`src/rtl/i2c_reg_sequencer.sv`:
```
// i2c_reg_sequencer: turns one register-level read/write request into the
// ordered command stream for the I2C master byte engine and reports
// ACK/NACK/timeout status back to the requester.
module i2c_reg_sequencer #(
    parameter int DVSR           = 250,
    parameter int TIMEOUT_CYCLES = 65535
) (
    input  logic        clk,
    input  logic        rst,
    // request / response
    input  logic        req_valid,
    output logic        req_ready,
    input  logic        req_rnw,
    input  logic [6:0]  req_dev_addr,
    input  logic [7:0]  req_reg_addr,
    input  logic [7:0]  req_wdata,
    output logic        rsp_valid,
    output logic [7:0]  rsp_rdata,
    output logic [1:0]  rsp_err,
    output logic        busy,
    // master byte engine
    output logic        m_wr_i2c,
    output logic [2:0]  m_cmd,
    output logic [7:0]  m_data_in,
    output logic [15:0] m_dvsr,
    input  logic        m_ready,
    input  logic        m_done_tick,
    input  logic        m_ack,
    input  logic [7:0]  m_data_out
);

    typedef enum logic [3:0] {
        S_IDLE, S_START, S_ADDR_W, S_REG, S_WDATA,
        S_RESTART, S_ADDR_R, S_READ, S_STOP, S_RESP
    } state_t;

    localparam logic [2:0] CMD_START   = 3'b000;
    localparam logic [2:0] CMD_WR      = 3'b001;
    localparam logic [2:0] CMD_RD      = 3'b010;
    localparam logic [2:0] CMD_STOP    = 3'b011;
    localparam logic [2:0] CMD_RESTART = 3'b100;

    localparam logic [1:0] ERR_OK      = 2'b00;
    localparam logic [1:0] ERR_ADDR    = 2'b01;
    localparam logic [1:0] ERR_DATA    = 2'b10;
    localparam logic [1:0] ERR_TIMEOUT = 2'b11;

    localparam logic [15:0] TO_LIMIT = 16'(TIMEOUT_CYCLES);

    state_t      state;
    logic        wait_ph;     // 0 = ISSUE phase, 1 = WAIT phase
    logic        first_wait;  // first WAIT cycle: master has not seen the strobe yet
    logic [15:0] tcnt;

    logic        rnw_q;
    logic [6:0]  dev_q;
    logic [7:0]  reg_q;
    logic [7:0]  wdata_q;

    logic [2:0]  iss_cmd;
    logic [7:0]  iss_data;
    logic        byte_cmd;
    state_t      nxt;
    logic        wait_done;
    logic [15:0] tcnt_inc;
    logic        timeout_hit;

    assign m_dvsr = 16'(DVSR);

    // Command, payload and successor state for the current command state
    always_comb begin
        iss_cmd  = CMD_STOP;
        iss_data = m_data_in;
        byte_cmd = 1'b0;
        nxt      = S_RESP;
        case (state)
            S_START:   begin iss_cmd = CMD_START; nxt = S_ADDR_W; end
            S_ADDR_W:  begin iss_cmd = CMD_WR; iss_data = {dev_q, 1'b0}; byte_cmd = 1'b1; nxt = S_REG; end
            S_REG:     begin iss_cmd = CMD_WR; iss_data = reg_q; byte_cmd = 1'b1;
                             nxt = rnw_q ? S_RESTART : S_WDATA; end
            S_WDATA:   begin iss_cmd = CMD_WR; iss_data = wdata_q; byte_cmd = 1'b1; nxt = S_STOP; end
            S_RESTART: begin iss_cmd = CMD_RESTART; nxt = S_ADDR_R; end
            S_ADDR_R:  begin iss_cmd = CMD_WR; iss_data = {dev_q, 1'b1}; byte_cmd = 1'b1; nxt = S_READ; end
            // rd byte with bit0 set: NACK it, single-byte read
            S_READ:    begin iss_cmd = CMD_RD; iss_data = 8'h01; byte_cmd = 1'b1; nxt = S_STOP; end
            S_STOP:    begin iss_cmd = CMD_STOP; nxt = S_RESP; end
            default:   ;
        endcase
    end

    // Byte commands finish on done_tick; bus conditions finish when the master
    // is ready again, skipping the cycle where ready still reflects pre-strobe idle.
    assign wait_done   = byte_cmd ? m_done_tick : (!first_wait && m_ready);
    assign tcnt_inc    = tcnt + 16'd1;
    assign timeout_hit = (tcnt_inc == TO_LIMIT);

    // Sequencer FSM with registered outputs
    always_ff @(posedge clk or negedge rst) begin
        if (!rst) begin
            state      <= S_IDLE;
            wait_ph    <= 1'b0;
            first_wait <= 1'b0;
            tcnt       <= '0;
            rnw_q      <= 1'b0;
            dev_q      <= '0;
            reg_q      <= '0;
            wdata_q    <= '0;
            req_ready  <= 1'b1;
            busy       <= 1'b0;
            rsp_valid  <= 1'b0;
            rsp_rdata  <= '0;
            rsp_err    <= ERR_OK;
            m_wr_i2c   <= 1'b0;
            m_cmd      <= CMD_STOP;
            m_data_in  <= '0;
        end else begin
            m_wr_i2c  <= 1'b0;
            rsp_valid <= 1'b0;
            case (state)
                S_IDLE: begin
                    if (req_valid) begin
                        rnw_q     <= req_rnw;
                        dev_q     <= req_dev_addr;
                        reg_q     <= req_reg_addr;
                        wdata_q   <= req_wdata;
                        rsp_err   <= ERR_OK;
                        rsp_rdata <= '0;
                        req_ready <= 1'b0;
                        busy      <= 1'b1;
                        tcnt      <= '0;
                        wait_ph   <= 1'b0;
                        state     <= S_START;
                    end
                end
                S_RESP: begin
                    req_ready <= 1'b1;
                    busy      <= 1'b0;
                    state     <= S_IDLE;
                end
                default: begin
                    if (!wait_ph) begin
                        if (m_ready) begin
                            m_wr_i2c   <= 1'b1;
                            m_cmd      <= iss_cmd;
                            m_data_in  <= iss_data;
                            tcnt       <= '0;
                            wait_ph    <= 1'b1;
                            first_wait <= 1'b1;
                        end else if (timeout_hit) begin
                            // abandon the bus, no stop is attempted
                            if (rsp_err == ERR_OK) rsp_err <= ERR_TIMEOUT;
                            rsp_rdata <= '0;
                            rsp_valid <= 1'b1;
                            state     <= S_RESP;
                        end else begin
                            tcnt <= tcnt_inc;
                        end
                    end else begin
                        first_wait <= 1'b0;
                        if (wait_done) begin
                            tcnt    <= '0;
                            wait_ph <= 1'b0;
                            if (byte_cmd && state != S_READ && m_ack) begin
                                rsp_err <= (state == S_ADDR_W || state == S_ADDR_R) ? ERR_ADDR : ERR_DATA;
                                state   <= S_STOP;
                            end else begin
                                if (state == S_READ) rsp_rdata <= m_data_out;
                                if (nxt == S_RESP) rsp_valid <= 1'b1;
                                state <= nxt;
                            end
                        end else if (timeout_hit) begin
                            if (rsp_err == ERR_OK) rsp_err <= ERR_TIMEOUT;
                            rsp_rdata <= '0;
                            rsp_valid <= 1'b1;
                            state     <= S_RESP;
                        end else begin
                            tcnt <= tcnt_inc;
                        end
                    end
                end
            endcase
        end
    end

endmodule

```
`config.mk`:
```
export PLATFORM = sky130hd
export DESIGN_NAME = i2c_reg_sequencer
export DESIGN_NICKNAME = d
export VERILOG_FILES = /design/src/rtl/i2c_reg_sequencer.sv
export SDC_FILE = /design/constraint.sdc
export NUM_CORES = 1
export LEC_CHECK = 0
export CORE_UTILIZATION = 60
export DETAILED_ROUTE_END_ITERATION = 7
export DONT_BUFFER_PORTS = 1
export GPL_TIMING_DRIVEN = 0
export MAX_ROUTING_LAYER = met4
export PLACE_DENSITY = 0.76
export SLEW_MARGIN = 20
export SYNTH_ARGS = -nofsm -noshare
export SYNTH_HDL_FRONTEND = slang
export SYNTH_SLANG_ARGS = --single-unit
```
`constraint.sdc`:
```
create_clock -name clk -period 3.89 [get_ports clk]
set_clock_uncertainty 0.15 [all_clocks]
set_input_delay 0.778 -clock clk [delete_from_list [all_inputs] [get_ports clk]]
set_output_delay 0.778 -clock clk [all_outputs]
set_load 0.03 [all_outputs]
```
==> insert_results.sql <==
INSERT INTO impl_metrics (metric_group, metric, value, unit) VALUES
('outcome', 'outcome', 'complete, but fails checks', ''),
('outcome', 'failed_checks', 'DRC', ''),
('clock_tree', 'cts.sinks', '71', ''),
('critical_path', 'worstPathRequired', '3.99', 'ns'),
('grt', 'initial_antenna_violation_count', '0', ''),
('final_layout', 'share_of_layout_cells_above_drive_strength_1', '19.6', '%'),
('power', 'p_int', '1.84', 'mW'),
('power', 'p_per_area', '769', 'nW/um^2'),
('logic_synthesis', 'parity_gate_share_of_the_synthesized_area_counting_xor_and_xnor_cells', '1.29', '%'),
('die', 'num_rows', '29', ''),
('place', 'port_buffers', '0', ''),
('critical_path', 'worst_ep_arrival_time', '2.97', 'ns'),
('power', 'peak_supply_drop', '0.481', 'mV'),
('power', 'p_comb_share', '42.5', '%'),
('final_layout', 'mostFrequentLayoutCells', '68 x sky130_fd_sc_hd__dfrtp_1, 47 x sky130_fd_sc_hd__nand2_1, 43 x sky130_fd_sc_hd__o21ai_0, 28 x sky130_fd_sc_hd__a21oi_1, 24 x sky130_fd_sc_hd__mux2_2', ''),
('logic_synthesis', 'synth.largest_area_cell', 'sky130_fd_sc_hd__dfrtp_1', ''),
('job', 'max-cap-violations', '0', ''),
('route', 'drc', '8', ''),
('route', 'avgViaCountPerCell', '6.27', ''),
('logic_synthesis', 'synth-edff-count', '0', ''),
('logic_synthesis', 'synth.area.top_cells', 'sky130_fd_sc_hd__dfrtp_1 42%, sky130_fd_sc_hd__mux2_2 6.6%, sky130_fd_sc_hd__o21ai_0 5.3%, sky130_fd_sc_hd__nand2_1 4.3%, sky130_fd_sc_hd__a21oi_1 3.4%', ''),
('final_layout', 'fillers', '518', ''),
('clock_tree', 'htreeDepth', '3', ''),
('critical_path', 'critPathLaunchType', 'flip-flop', ''),
('sta', 'timing.max_slew.rel_slack', '30.3', '%'),
('route', 'postRouteWirelength', '9620', 'um'),
('logic_synthesis', 'asyncSetResetFlopFracSynth', '100', '%'),
('clock_tree', 'cts_setup_buffers', '0', ''),
('sta', 'setup_slack', '1.02', 'ns'),
('logic_synthesis', 'synth_seq_area_share', '43.7', '%'),
('critical_path', 'timing_worst_setup_path_type', 'flip-flop to flip-flop', ''),
('logic_synthesis', 'postSynthAreaPerCell', '9.50', 'um^2'),
('grt', 'grt_max_degree', '69', ''),
('logic_synthesis', 'syn_area', '4070', 'um^2'),
('place', 'dp_slack', '1.04', 'ns'),
('final_layout', 'final_common_cell', 'sky130_fd_sc_hd__dfrtp_1', ''),
('grt', 'globalRoute.totalOverflow', '0', ''),
('logic_synthesis', 'synth_warnings', '0', ''),
('clock_tree', 'cts-buffers-inserted', '9', ''),
('sta', 'rsz0062_at_grt', 'no', ''),
('clock_tree', 'worst_skew_pair.late_latency', '0.35', 'ns'),
('route', 'vias', '3369', ''),
('sta', 'hold_violations', '0', ''),
('min_path', 'hold_path.class', 'input pin to async pin', ''),
('final_layout', 'final_net_count', '495', ''),
('power', 'total_leakage_power', '1.85', 'nW'),
('logic_synthesis', 'synthMuxAreaShare', '6.63', '%'),
('critical_path', 'timing.critical_path.fanout_max', '6', ''),
('die', 'core_region', '6460', 'um^2'),
('die', 'die_width', '84.4', 'um'),
('place', 'finalWeightedCongestion', '0.956', ''),
('sta', 'timing.final.max_slew_violations', '0', ''),
('sta', 'setup_failing_eps_final', '0', ''),
('logic_synthesis', 'synth_compound_area_share', '23.3', '%'),
('place', 'dpl.hpwl', '6760', 'um'),
('clock_tree', 'clk_pin_slew_worst_paths', '0.09', 'ns'),
('logic_synthesis', 'synthesis.instances', '429', ''),
('logic_synthesis', 'synth_simple_gate_area_share', '16.9', '%'),
('die', 'dieHeight', '84.4', 'um'),
('logic_synthesis', 'ys.flop_type', 'sky130_fd_sc_hd__dfrtp_1', ''),
('die', 'design.die.area', '7120', 'um^2'),
('grt', 'grt_first_pass_wirelength', '16100', 'um'),
('final_layout', 'fin_util', '68.7', '%'),
('power', 'netSwitchingPower', '1.57', 'mW'),
('clock_tree', 'tritoncts_clock_tree', 'done', ''),
('logic_synthesis', 'area_share_of_fa_ha_maj_cells_after_synthesis', '0.614', '%'),
('route', 'dr.first_iter.drc_count', '194', ''),
('sta', 'min_period_over_period', '73.8', '%'),
('logic_synthesis', 'register_bit_total_from_synthesis', '71', ''),
('die', 'initial_core_util', '63.1', '%'),
('logic_synthesis', 'top_area_cell_type_share_of_the_netlist_area', '41.8', '%');
-- final cells by class --
cell class	instances	area (um^2)	share of cell area, %
multi-input combinational	321	2050	46.2
sequential	71	1780	40.1
buffer	40	256	5.78
clock buffer	9	124	2.79
tap	77	96.3	2.17
clock inverter	7	61.3	1.38
inverter	11	41.3	0.931
timing repair buffer	1	27.5	0.621
-- power by group through the flow --
stage	Combinational, mW	Clock [mW]	Sequential (mW)
final	1.45	0.565	1.40
after global routing	1.61	0.606	1.43
after CTS	1.44	0.576	1.39
after detailed placement	1.41	0	1.41
after global placement	1.37	0	1.40
after floorplan	1.13	0	1.36
-- flip-flops by register name, summed over array words and instances, names as in the netlist --
name	cells
rsp_rdata	8
rsp_err	2
m_cmd	3
rnw_q	1
rsp_valid	1
m_wr_i2c	1
state	4
first_wait	1
reg_q	8
wait_ph	1
req_ready	1
busy	1
m_data_in	8
dev_q	7
tcnt	16
wdata_q	8
-- through the flow --
stage	area (um^2)	power, mW	hold slack (ns)	cells
after global routing	4440	3.65	0.0901	537
after CTS	4440	3.41	0.0932	537
final	4440	3.41	0.106	537
after global placement	4220	2.77	0.333	520
after floorplan	4130	2.49	0.321	443
after detailed placement	4220	2.82	0.335	520
-- worst paths after layout --
| check | startpoint | endpoint | slack, ns | depth (start not counted) |
|---|---|---|---|---|
| min reg2reg | wdata_q[0] | wdata_q[0] | 0.36 | 1 |
| min | rst | req_ready | 0.11 | 0 |
| min in group clk | wdata_q[0] | wdata_q[0] | 0.36 | 1 |
| max reg2reg | tcnt[1] | rsp_err[0] | 1.02 | 7 |
| max | tcnt[1] | rsp_err[0] | 1.02 | 7 |
| max in group asynchronous | rst | tcnt[1] | 3.16 | 1 |
-- synth_stat cells (4+ instances only) --
cell type and n:
sky130_fd_sc_hd__a21oi_1 28, sky130_fd_sc_hd__o21ai_1 6, sky130_fd_sc_hd__nand2_1 47, sky130_fd_sc_hd__a22oi_1 17
sky130_fd_sc_hd__xnor2_1 4, sky130_fd_sc_hd__inv_1 11, sky130_fd_sc_hd__nor2b_1 4, sky130_fd_sc_hd__and2_1 5
sky130_fd_sc_hd__o21ai_0 43, sky130_fd_sc_hd__a211oi_1 7, sky130_fd_sc_hd__clkbuf_1 10, sky130_fd_sc_hd__nor2_1 18
sky130_fd_sc_hd__o22ai_1 4, sky130_fd_sc_hd__dfrtp_1 68, sky130_fd_sc_hd__nor3_1 9, sky130_fd_sc_hd__buf_4 17
sky130_fd_sc_hd__nand3_1 15, sky130_fd_sc_hd__mux2_2 24, sky130_fd_sc_hd__o31ai_1 6, sky130_fd_sc_hd__or3_1 6
-- what timing repair did --
item                                   CTS  global route
hold buffers                             1             0
endpoints found under the hold margin   68             0
gates resized for setup                  0             0
-- metal layers --
metal | vias to the layer above | global-route usage (%) | wire length, um
met1 | 1619 | 37.2 | 4130
met2 | 122 | 46.8 | 4630
li1 | 1608 | - | -
met4 | 0 | 12.5 | 182
met5 | - | - | 0
met3 | 20 | 7.87 | 677
-- cell families after synthesis --
family / Yosys count
multiplexers: 24
flip-flops: 71
adder cells (fa/ha/maj): 2
XOR/XNOR: 6
buffers and inverters: 51
other: 2
AO/OA/AOI/OAI: 145
AND/OR/NAND/NOR: 128
-- critical path, cell delays in order (launching register included) --
cell                       delay [ns]
sky130_fd_sc_hd__dfrtp_1         0.46
sky130_fd_sc_hd__ha_1            0.36
sky130_fd_sc_hd__and4_2          0.30
sky130_fd_sc_hd__o2111a_1        0.18
sky130_fd_sc_hd__o21ai_0         0.19
sky130_fd_sc_hd__a21boi_0        0.70
sky130_fd_sc_hd__nand3_1         0.15
sky130_fd_sc_hd__a221oi_1        0.28
Note: power is estimated with default switching activity, not from simulation.
